==> config.mk <==
export PLATFORM = sky130hd
export DESIGN_NAME = comment_filter
export DESIGN_NICKNAME = d
export VERILOG_FILES = /design/src/rtl/comment_filter.sv
export SDC_FILE = /design/constraint.sdc
export NUM_CORES = 1
export LEC_CHECK = 0
export ABC_AREA = 0
export CORE_ASPECT_RATIO = 0.75
export CORE_MARGIN = 8
export CORE_UTILIZATION = 37
export DETAILED_ROUTE_END_ITERATION = 16
export GPL_TIMING_DRIVEN = 0
export MAX_ROUTING_LAYER = met4
export PLACE_DENSITY = 0.62
export SLEW_MARGIN = 30
export SYNTH_ARGS = -nofsm -noshare
export SYNTH_HDL_FRONTEND = slang
export SYNTH_SLANG_ARGS = --single-unit
export TNS_END_PERCENT = 100
==> constraint.sdc <==
create_clock -name clk -period 2.1 [get_ports clk]
set_input_delay 0.42 -clock clk [delete_from_list [all_inputs] [get_ports clk]]
set_output_delay 0.42 -clock clk [all_outputs]
set_load 0.005 [all_outputs]
==> src/rtl/comment_filter.sv <==
// Comment filter: replaces every character of a C line or block comment with REPL,
// delivering a one-character-per-clock stream delayed by exactly one cycle.
module comment_filter #(
    parameter logic [7:0] REPL = 8'h20
) (
    input  logic       clk,
    input  logic       reset,
    input  logic [7:0] in,
    output logic [7:0] out,
    output logic       comment
);

    typedef enum logic [2:0] {
        CODE,
        LINE,
        BLK_OPEN,
        BLK,
        BLK_STAR,
        BLK_END
    } cls_t;

    localparam logic [7:0] SLASH = 8'h2F;
    localparam logic [7:0] STAR  = 8'h2A;
    localparam logic [7:0] NL    = 8'h0A;

    logic [7:0] h;
    cls_t       hc;
    cls_t       cc;
    logic       sub;

    // Class of the incoming character, decided from the held character and its class.
    always_comb begin
        cc = CODE;
        case (hc)
            CODE: begin
                if (h == SLASH && in == SLASH)
                    cc = LINE;
                else if (h == SLASH && in == STAR)
                    cc = BLK_OPEN;
                else
                    cc = CODE;
            end
            LINE:     cc = (in == NL) ? CODE : LINE;
            BLK_OPEN,
            BLK:      cc = (in == STAR) ? BLK_STAR : BLK;
            BLK_STAR: begin
                if (in == SLASH)
                    cc = BLK_END;
                else if (in == STAR)
                    cc = BLK_STAR;
                else
                    cc = BLK;
            end
            BLK_END:  cc = CODE;
            default:  cc = CODE;
        endcase
    end

    // A held code slash is only substituted once its successor proves it opens a comment.
    always_comb begin
        sub = (hc != CODE) || (h == SLASH && (cc == LINE || cc == BLK_OPEN));
    end

    always_ff @(posedge clk) begin
        if (reset) begin
            out     <= 8'h00;
            comment <= 1'b0;
            h       <= 8'h00;
            hc      <= CODE;
        end else begin
            out     <= sub ? REPL : h;
            comment <= sub;
            h       <= in;
            hc      <= cc;
        end
    end

endmodule

---- Word-level counts from Yosys, hierarchy flattened ----
Index checks and enable logic that the tools add are counted.
word-level totals
  bits in registers ....................... 20
  bits in latches ......................... 0
  bits in writable memories ............... 0
  memory bits (read-only) ................. 0
  logic and storage cells ................. 31
  memories kept ........................... 0
cells by class
  $add $sub $neg .......................... 0
  multiply operators ...................... 0
  div/mod/pow operators ................... 0
  order comparisons ....................... 0
  equality and inequality tests ........... 10
  shifts and indexed selects .............. 0
  mux-type cells .......................... 7
  bitwise logic cells ..................... 0
  reductions and logical operators ........ 9
operator list
  cell                                                  number
  equality test 8 x 6 -> 1 bit (second input constant)  3
  case mux 3 bit (4 select lines)                       1
  equality test 3 x 2 -> 1 bit (second input constant)  3
  equality test 8 x 4 -> 1 bit (second input constant)  1
  equality test 3 x 1 -> 1 bit (second input constant)  2
  2-to-1 mux 3 bit                                      2
  2-to-1 mux 6 bit                                      1
  2-to-1 mux 2 bit                                      2
  OR reduction 2 bit                                    2
  equality test 3 bit (second input constant)           1
  logical AND 1 bit                                     3
  logical NOT 3 bit                                     1
  nonzero test 3 bit                                    1
  logical OR 1 bit                                      2
  2-to-1 mux 1 bit                                      1

---- Longest topological paths before layout ----
  word-level depth ........................ 10
  gate-level depth with buffers ........... 4

---- Least setup slack after synthesis ----
No wires, ideal clock.
  path type ............................... input to register
  start ................................... input in[7]
  end ..................................... register hc[1]
  data arrival time ....................... 1.212 ns
  data required time ...................... 2.027 ns
  path slack .............................. 0.815 ns
  stages on the path ...................... 4
  path buffers ............................ 0
  path through ............................ and4bb_1 and3_4 or3b_1 o211ai_2
on the way
  longest elaborated chain between the ends .. 5
  elaborated cells between the ends (all ways) .. 9
  those cells by class .................... eq/ne (2); mux (5); reduce/logical (2)
ends and longest elaborated chain
  what                                 line        source
  start: declaration                   8           input logic [7:0] in,
  equality test 8 x 6 -> 1 bit         38, 45, 49
  logical AND 1 bit                    38          else if (h == SLASH && in == STAR)
  2-to-1 mux 2 bit                     38
  2-to-1 mux 2 bit                     36          if (h == SLASH && in == SLASH)
  case mux 3 bit (4 select lines) (*)  34          case (hc)
  end signal: assignment               69          hc <= CODE;
  end signal: assignment               74          hc <= cc;
  end: declaration                     27          cls_t hc;
Mark *: on every way between the ends. The rest lies on a longest branch, timed or not.
A chain may end at the register's enable or synchronous reset.

---- Final worst setup path ----
  start ................................... register out[5]
  end ..................................... output out[5]
RTL lines
  what                      line  source
  start: declaration        9     output logic [7:0] out,
  start signal: assignment  71    out <= sub ? REPL : h;
No word-level cell between the ends.

==> results by group <==
Worst setup path
  – Crit start category: flop
  – Crit-path max cell delay: ~0.50 ns
  – R2R cell count: 3
  – CP max-delay cell: clkdlybuf4s50_1
  – Crit path capture: out[5]
  – RR Endpoint: out[2]$_SDFF_PP0_
  – Critical Path Start: out[5]$_SDFF_PP0_
  – Stages on the worst setup path: 1
  – CP bufs+invs: 1
  – WS Path Type: reg -> out
  – R2r setup slk: between 0.8 and 0.9 ns
  – Critical R2R Launch: hc[2]$_SDFF_PP0_
  – CP delay by family, top: buffers and inverters
  – Crit path arrival time: ~1.1 ns
  – Worst Path Required: 1.68 ns
  – CP cell instances: clkdlybuf4s50_1
  – CP endpoint kind: output port
  – CP max FO: 1

Synth
  – Yosys warns: 0
  – Complex-gate fraction of the synthesized area: 8.56%
  – Cells after Synth: between 70 and 80
  – Post-synth EDFFs: 0
  – Number of synthesized register bits: 20
  – Ys async rst share: 0%
  – Post-Syn Area: 746 µm²
  – Post-synthesis mux area share: 0%
  – Register area share after synthesis: 53.7%
  – Largest family of logic cells by synthesized area: simple AND/OR/NAND/NOR gates
  – Synth Area in XOR/XNOR: 2.35%
  – Avg Synthesized Cell Area: 10.5 µm²
  – Adder-Cell Fraction of Synth Area: 0%
  – Netlist cell types: 26
  – Synth Area in Simple Gates: 34.4%
  – Ys flop type: dfxtp_1
  – Mapped Nets: just over 80

GRT
  – First-pass GRT wire length: 2.35 mm
  – Number of global-route vias before repair: approximately 550
  – Largest net degree at the start of global routing: 13
  – Initial antenna violation count: 0
  – GRT Util Overall: 8.95%
  – Grt total ovfl: 0

Timing
  – Setup-failing EPs final: 0
  – Hold_ws: between 0.4 and 0.5 ns
  – Slew @ Worst Pin: 0.444 ns
  – Setup ws final: 0.554 ns
  – Worst Skew: 0.00611 ns
  – Final hold vios: 0
  – RSZ-0062 raised after global routing: no
  – Peak Freq: 647 MHz
  – Tcrit/Tclk final: 73.6%
  – Tmin final: 1.55 ns
  – Max Slew Vio Count: 0
  – Slew HR: 70.4%
  – TNS Setup: 0 ns

Status
  – Status: finished, final reports clean

Detailed routing
  – DRT antenna net count: 0
  – WL/cell: between 10 and 15 µm
  – Via count: 541
  – Drt initial violations: 7
  – DRT Pass-1 Iters: 2
  – # DRC: 0
  – Via density: about 4.6
  – Final WL: approximately 1.4 mm

Flow run
  – Max-cap violations: 0

Worst hold path
  – Worst hold path type: reg -> reg

CTS
  – # clock sinks: 20
  – Deepest clock path buffer count: 2
  – Htree depth: 1
  – Cts hold-fix bufs: 0
  – CTS Buf Count: 3
  – CTS tree: yes
  – Number of gates resized after cts: 0
  – Root Buffer: clkbuf_4
  – Setup bufs post-CTS: 0
  – Clk_lat worst skew: 0.30 ns
  – Clk slew on worst S/H paths: 0.11 ns

Pwr
  – Max IR drop VDD: 0.595 mV
  – Final Total Pwr: 770 µW
  – Leak: 0.362 nW
  – Pwr per Cell Area: 763 nW/µm²

Die
  – Floorplan Core Area: a little under 2000 µm²
  – Full die area: 3720 µm²
  – Die width: 67.8 µm
  – Row count: 14
  – I/O Pins: 19
  – Initial Utilization: 38.0%
  – Die Height: roughly 55 µm

Final layout
  – Antenna fix cells: 0
  – Layout Utilization: 51.4%
  – Share of cells above drive strength 1: between 10% and 20%
  – Layout area overhead: 35.2%
  – NumNets Final: 104

Placement
  – Routability congestion estimate from global placement: 0.812
  – Place WS: approximately 0.25 ns
  – Number of port buffers: 18
  – Dpl hpwl: 1.09 mm
cells by family after synthesis:
logic type                after synthesis
and+or+nand+nor                        38
DFF                                    20
buffers and inverters                   2
AOI/OAI and AO/OA                       9
xor gates and xnor gates                2
through the flow:
stage | cells | cell area [µm²]
finish | 117 | 1010
global route | 117 | 1010
CTS | 117 | 1010
detailed placement | 113 | 956
global placement | 113 | 956
floorplan | 71 | 746
final cells by class:
type	count	area, µm²
Buffer	1	3.75
Clock buffer	3	22.5
Clock inverter	1	30.0
Fill cell	193	953
Inverter	1	3.75
Multi-Input combinational cell	49	338
Sequential cell	20	400
Tap cell	24	30.0
Timing Repair Buffer	18	180
cell usage in the layout, fill, tap and decap left out, types with 2 or more instances in the layout:
cell	instances
nand2_1	3
nor2b_1	9
clkdlybuf4s50_1	18
nand4_1	2
nand3_1	3
nor2_1	2
and2_1	7
clkbuf_4	3
o21ai_1	3
nor3_1	2
a21oi_1	2
dfxtp_1	20
xnor2_1	2
nor4_2	2
power by group:
part | leakage, nW | switching, mW | total (mW) | internal [mW]
Sequential | 0.165 | 0.00501 | 0.399 | 0.394
Combinational | 0.170 | 0.0227 | 0.0610 | 0.0383
Clock | 0.0279 | 0.117 | 0.310 | 0.193
synth_stat cells (2+ instances only):
cell type / n / area share (%)
dfxtp_1: 20 / 54
nor2b_1: 9 / 7.5
and2_1: 7 / 5.9
nand2_1: 3 / 1.5
nand3_1: 3 / 2.0
o21ai_1: 3 / 2.0
a21oi_1: 2 / 1.3
nand4_1: 2 / 1.7
nor2_1: 2 / 1.0
nor3_1: 2 / 1.3
nor4_2: 2 / 3.4
xnor2_1: 2 / 2.3
metal layers:
layer	GRT usage, %	routed length, µm
met5	-	0
met4	2.03	6
met3	4.91	107
met2	13.3	620
met1	10.4	657
worst min path at each step:
stage	cells after the start	slack (ns)	from	to
floorplan	1	0.42	h[4]$_SDFF_PP0_	out[4]$_SDFF_PP0_
global placement	1	0.43	h[4]$_SDFF_PP0_	out[4]$_SDFF_PP0_
detailed placement	1	0.44	h[3]$_SDFF_PP0_	out[3]$_SDFF_PP0_
CTS	1	0.47	h[3]$_SDFF_PP0_	out[3]$_SDFF_PP0_
global route	1	0.49	h[3]$_SDFF_PP0_	out[3]$_SDFF_PP0_
finish	1	0.47	h[3]$_SDFF_PP0_	out[3]$_SDFF_PP0_
worst reg2reg max path, cell delays in order, from the launching register on:
cell	delay, ns
dfxtp_1	0.37
nor4_2	0.46
a21boi_2	0.27
and2_1	0.14
registers in the layout, indices dropped and copies added, names as in the netlist:
register  count
comment       1
h             8
hc            3
out           8
Power figures use the tool's default switching activity.
==> variant 1 (config.mk and constraints unchanged) <==
Set the parameter `REPL` to 8'h10 (it was 8'h20).
--- a/src/rtl/comment_filter.sv
+++ b/src/rtl/comment_filter.sv
@@ -1,7 +1,7 @@
 // Comment filter: replaces every character of a C line or block comment with REPL,
 // delivering a one-character-per-clock stream delayed by exactly one cycle.
 module comment_filter #(
-    parameter logic [7:0] REPL = 8'h20
+    parameter logic [7:0] REPL = 8'h10
 ) (
     input  logic       clk,
     input  logic       reset,
Check against the original RTL: not equivalent (Yosys sat finds a counterexample within 4 cycles, from zero or initial values and one cycle with reset high).
==> variant 1 against the original RTL <==
- total power rose by 0.11%
- combinational power rose by 3%
- synthesized cell count rose by 4.2%
- cell count rose by 2.6%
- design area rose by 0.99%
- wire length rose by 4.2%
- via count rose by 13%
- area after synthesis rose by 1.3%
- register-to-register slack got worse by 0.20 ns
- sequential power barely moved
- worst setup slack got worse by 0.13 ns
- sequential cell count did not move
- clock skew fell by 0.00082 ns
- largest cell class unchanged
==> variant 1: results (changes against the original RTL) <==
| Metric | Value |
|---|---|
| LEAKAGE | `0.363 nW (+0.23%)` |
| Deepest clock path buffer count | `2 (unchanged)` |
| Switch share | `0.189 (+0.000813)` |
| Status | `completed` |
| Post-DP HPWL | `1180 um (+8.2%)` |
| Layout Nets | `107 (+2.9%)` |
| Worst min-delay path startpoint | `h[5]` |
| Initial drt markers | `24 (+17)` |
| Worst Max-Slew Pin Slew | `0.428 ns (-0.0166 ns)` |
| Vias in the first global route | `582 (+6.4%)` |
| VDD IR max | `0.513 mV (-14%)` |
| Hold path cells | `1 (unchanged)` |
| Synth top cells by count | `dfxtp_1, nor2b_1, nor2_1, and2_1, nand4_1` |
| Syn avg cell area | `10.2 um2 (-2.8%)` |
| CTS root buffer | `clkbuf_4` |
| R2R Path End | `out[5]` |
| Share of layout cells above drive strength 1 | `0.0938 (-0.0245)` |
| Max FO, Critical Path | `5 (+4)` |
| Final GP Congestion | `0.850 (+4.7%)` |
| Overall Global Routing Usage | `0.0914 (+0.00196)` |
| Max H-tree Level | `1 (unchanged)` |
| Count of cell types in the netlist | `28 (+7.7%)` |
| Finished Layout Cells | `120 (+2.6%)` |
| Drt pass-1 iters | `4 (+2)` |
| First-pass GRT wire length | `2480 um (+5.6%)` |
| Hold Path End | `out[5]` |
| Cells after DPL | `116 (+2.7%)` |
| Post-cts sizing count | `0 (unchanged)` |
| Top post-synthesis cells by area | `dfxtp_1, nor2b_1, and2_1, nor2_1, nor4_4` |
| WL final | `1450 um (+4.2%)` |
| R2R depth | `4 (+1)` |
| Initial antenna violation count | `0 (unchanged)` |
| Critical R2R Launch | `hc[2]` |
| Crit path DAT | `1.93 ns (+0.80 ns)` |
| Final Skew | `0.00529 ns (-0.000817 ns)` |
| Setup slack, reg-to-reg | `0.62 ns (-0.20 ns)` |
| Setup bufs post-CTS | `0 (unchanged)` |
| DR vias/cell | `5.12 (+11%)` |
| Synth Net Count | `84 (+3.7%)` |
| Register area share after synthesis | `0.530 (-0.00711)` |
[variant 1: cell count changes in the layout (fill, tap and decap cells not counted), moves of 2 or more]
cell / unedited run / this run
o211ai_1: 0 / 2
nor4_2: 2 / 0
nand3_1: 3 / 1
o21ai_1: 3 / 0
nand2_1: 3 / 1
a32oi_1: 0 / 2
nor2_1: 2 / 8
[variant 1: power by group through the flow]
stage                     Combinational (mW)  Sequential (mW)  Clock, mW
after floorplan                       0.0239            0.408          0
after global placement                0.0637            0.408          0
after detailed placement              0.0636            0.408          0
after CTS                             0.0640            0.400      0.319
after global routing                  0.0692            0.401      0.338
final                                 0.0629            0.399      0.308
[variant 1: worst max path at each step]
stage,start,end,cells after the start
final,in[0],out[5],5
after global routing,in[0],out[1],5
after CTS,in[0],out[5],5
after detailed placement,in[0],out[5],5
after global placement,in[0],out[5],5
after floorplan,in[0],out[0],4
[variant 1: layout make-up]
class / instances / area [um2]
buffer: 2 / 8.76
clock buffer: 3 / 22.5
clock inverter: 1 / 30.0
fill: 200 / 943
multi-input combinational: 52 / 347
sequential: 20 / 400
tap: 24 / 30.0
timing repair buffer: 18 / 180
[variant 1: kinds of logic (layout without fill, tap and decap cells)]
group | after synthesis | count (layout) | synth area share
XOR/XNOR | 1 | 1 | 0.0116
buffers and inverters | 2 | 24 | 0.0116
flip-flops | 20 | 20 | 0.530
AND/OR/NAND/NOR | 42 | 42 | 0.351
AO/OA/AOI/OAI | 9 | 9 | 0.0960
[variant 1: stage by stage]
step                hold slack (ns)  area [um2]  power, mW  setup WS, ns
floorplan                     0.429         756      0.432         0.713
global placement              0.439         966      0.472         0.103
detailed placement            0.445         966      0.472        0.0995
CTS                           0.466        1020      0.782         0.424
global route                  0.491        1020      0.809         0.358
finish                        0.463        1020      0.770         0.422
[variant 1: worst max-delay path, cell delays in order]
cell             delay (ns)
clkdlybuf4s50_1        0.45
and2_1                 0.21
or2_2                  0.29
a311oi_2               0.39
and2_1                 0.17
[variant 1: layer usage]
metal,vias to the layer above,track usage,part of all wire
li1,312,-,-
met1,281,0.111,0.51
met2,19,0.129,0.41
met3,2,0.0443,0.072
met4,0,0.0305,0.0090
met5,-,-,0
==> variant 2 (same settings) <==
Made on the original files. The 6 values of `cls_t` get a Gray code encoding in 3 bits.
--- a/src/rtl/comment_filter.sv
+++ b/src/rtl/comment_filter.sv
@@ -11,12 +11,12 @@
 );
 
     typedef enum logic [2:0] {
-        CODE,
-        LINE,
-        BLK_OPEN,
-        BLK,
-        BLK_STAR,
-        BLK_END
+        CODE     = 3'b000,
+        LINE     = 3'b001,
+        BLK_OPEN = 3'b011,
+        BLK      = 3'b010,
+        BLK_STAR = 3'b110,
+        BLK_END  = 3'b111
     } cls_t;
 
     localparam logic [7:0] SLASH = 8'h2F;
Check against the original RTL: no difference found for any inputs over 10 cycles, from zero or initial values and one cycle with reset high; not proved beyond that.
==> variant 2 against the original RTL <==
- sequential power increased by 4%
- area after synthesis decreased by 5.5%
- worst setup slack got worse by 0.017 ns
- design area decreased by 4.3%
- clock skew decreased by 0.0051 ns
- total power increased by 6.6%
- critical path depth increased by 3
- sequential cell count unchanged
- wire length decreased by 6.5%
- non-clock buffer count unchanged
- highest routed layer unchanged
==> variant 2: results (changes against the original RTL) <==
| Metric | Value |
|---|---|
| Status | `completed` |
| Logic inverters | `1 (unchanged)` |
| Port Buf Inserts | `18 (unchanged)` |
| Vias in the first global route | `535 (-2.2%)` |
| ClkCell Share | `0.0545 (+0.00237)` |
| Layout clock buffers | `3 (unchanged)` |
| Synth Area in Compound Gates | `0.0693 (-0.0163)` |
| VDD IR max | `0.587 mV (-1.3%)` |
| First-pass GRT wire length | `2280 um (-2.9%)` |
| Post-placement setup slack | `0.193 ns (-0.0577 ns)` |
| WL final | `1300 um (-6.5%)` |
| Slew Limit Headroom | `0.717 (+0.0131)` |
| Post-DP HPWL | `1040 um (-5.2%)` |
| Syn avg cell area | `10.4 um2 (-1.4%)` |
| Seq area share | `0.415 (+0.0180)` |
| LEAKAGE | `0.377 nW (+4.1%)` |
| Largest net degree at the start of global routing | `13 (unchanged)` |
| Seq cells | `20 (unchanged)` |
| Synthesized area | `704 um2 (-5.5%)` |
| Min-Delay Path Class | `reg -> reg` |
| Biggest regs | `h (8), out (8), hc (3)` |
| Initial drt markers | `15 (+8)` |
| Final GP Congestion | `0.891 (+9.8%)` |
| Share of layout cells above drive strength 1 | `0.122 (+0.00394)` |
| Multi-input gate area | `297 um2 (-12%)` |
| Crit path DAT | `1.77 ns (+0.64 ns)` |
| CTS root buffer | `clkbuf_4` |
| Worst skew pair latency | `0.29 ns` |
| Max H-tree Level | `1 (unchanged)` |
| Post-cts sizing count | `0 (unchanged)` |
| TritonCTS clock tree | `built` |
| DR vias/cell | `4.97 (+7.6%)` |
| Buffer share of cell area | `0.191 (+0.00828)` |
| Synth Net Count | `78 (-3.7%)` |
| Register area share after synthesis | `0.568 (+0.0315)` |
| Post-Synth Adder-Cell Area | `0 (unchanged)` |
| Layout Nets | `101 (-2.9%)` |
| Fillers | `174 (-9.8%)` |
| Signal buffers | `19 (unchanged)` |
| Finished Layout Cells | `112 (-4.3%)` |
| Drt pass-1 iters | `4 (+2)` |
| Count of multi-input gates | `46 (-6.1%)` |
| Max FO, Critical Path | `6 (+5)` |
| Top post-synthesis cells by area | `dfxtp_1, nor2b_1, nor2_1, and3_1, nor4_4` |
| Cell area after placement | `912 um2 (-4.6%)` |
| Overall Global Routing Usage | `0.0883 (-0.00117)` |
| Synth top cells by count | `dfxtp_1, nor2_1, nor2b_1, and3_1, and2_1` |
| XOR/XNOR Fraction of Synth Area | `0.0124 (-0.0111)` |
| Final Skew | `0.00104 ns (-0.00507 ns)` |
| Post-route cell area | `965 um2 (-4.3%)` |
| Largest family of logic cells by synthesized area | `simple AND/OR/NAND/NOR gates` |
variant 2: per-layer routing:
layer,wire length (um),part of all wire,global-route usage,vias to the layer above
met5,0,0,-,-
met4,6,0.0046,0.0212,0
met3,105,0.081,0.0518,2
met2,597,0.46,0.133,20
met1,592,0.45,0.0988,257
li1,-,-,-,278
variant 2: power breakdown:
| group | internal (mW) | switching [mW] | total [mW] |
|---|---|---|---|
| combinational | 0.0579 | 0.0419 | 0.0998 |
| sequential | 0.402 | 0.0114 | 0.413 |
| clock | 0.193 | 0.114 | 0.307 |
| total | 0.653 | 0.168 | 0.820 |
variant 2: final timing paths:
check / to / depth (start not counted) / from / slack [ns]
worst max register to register: out[3] / 4 / hc[2] / 0.68
worst min-delay path: out[4] / 1 / h[4] / 0.47
worst min register to register: out[4] / 1 / h[4] / 0.47
worst max-delay path: out[3] / 4 / in[4] / 0.54
variant 2: critical path, stage by stage:
cell and delay (ns):
clkdlybuf4s50_1 0.45, nor4_4 0.42, nand4_2 0.24, and3_1 0.24
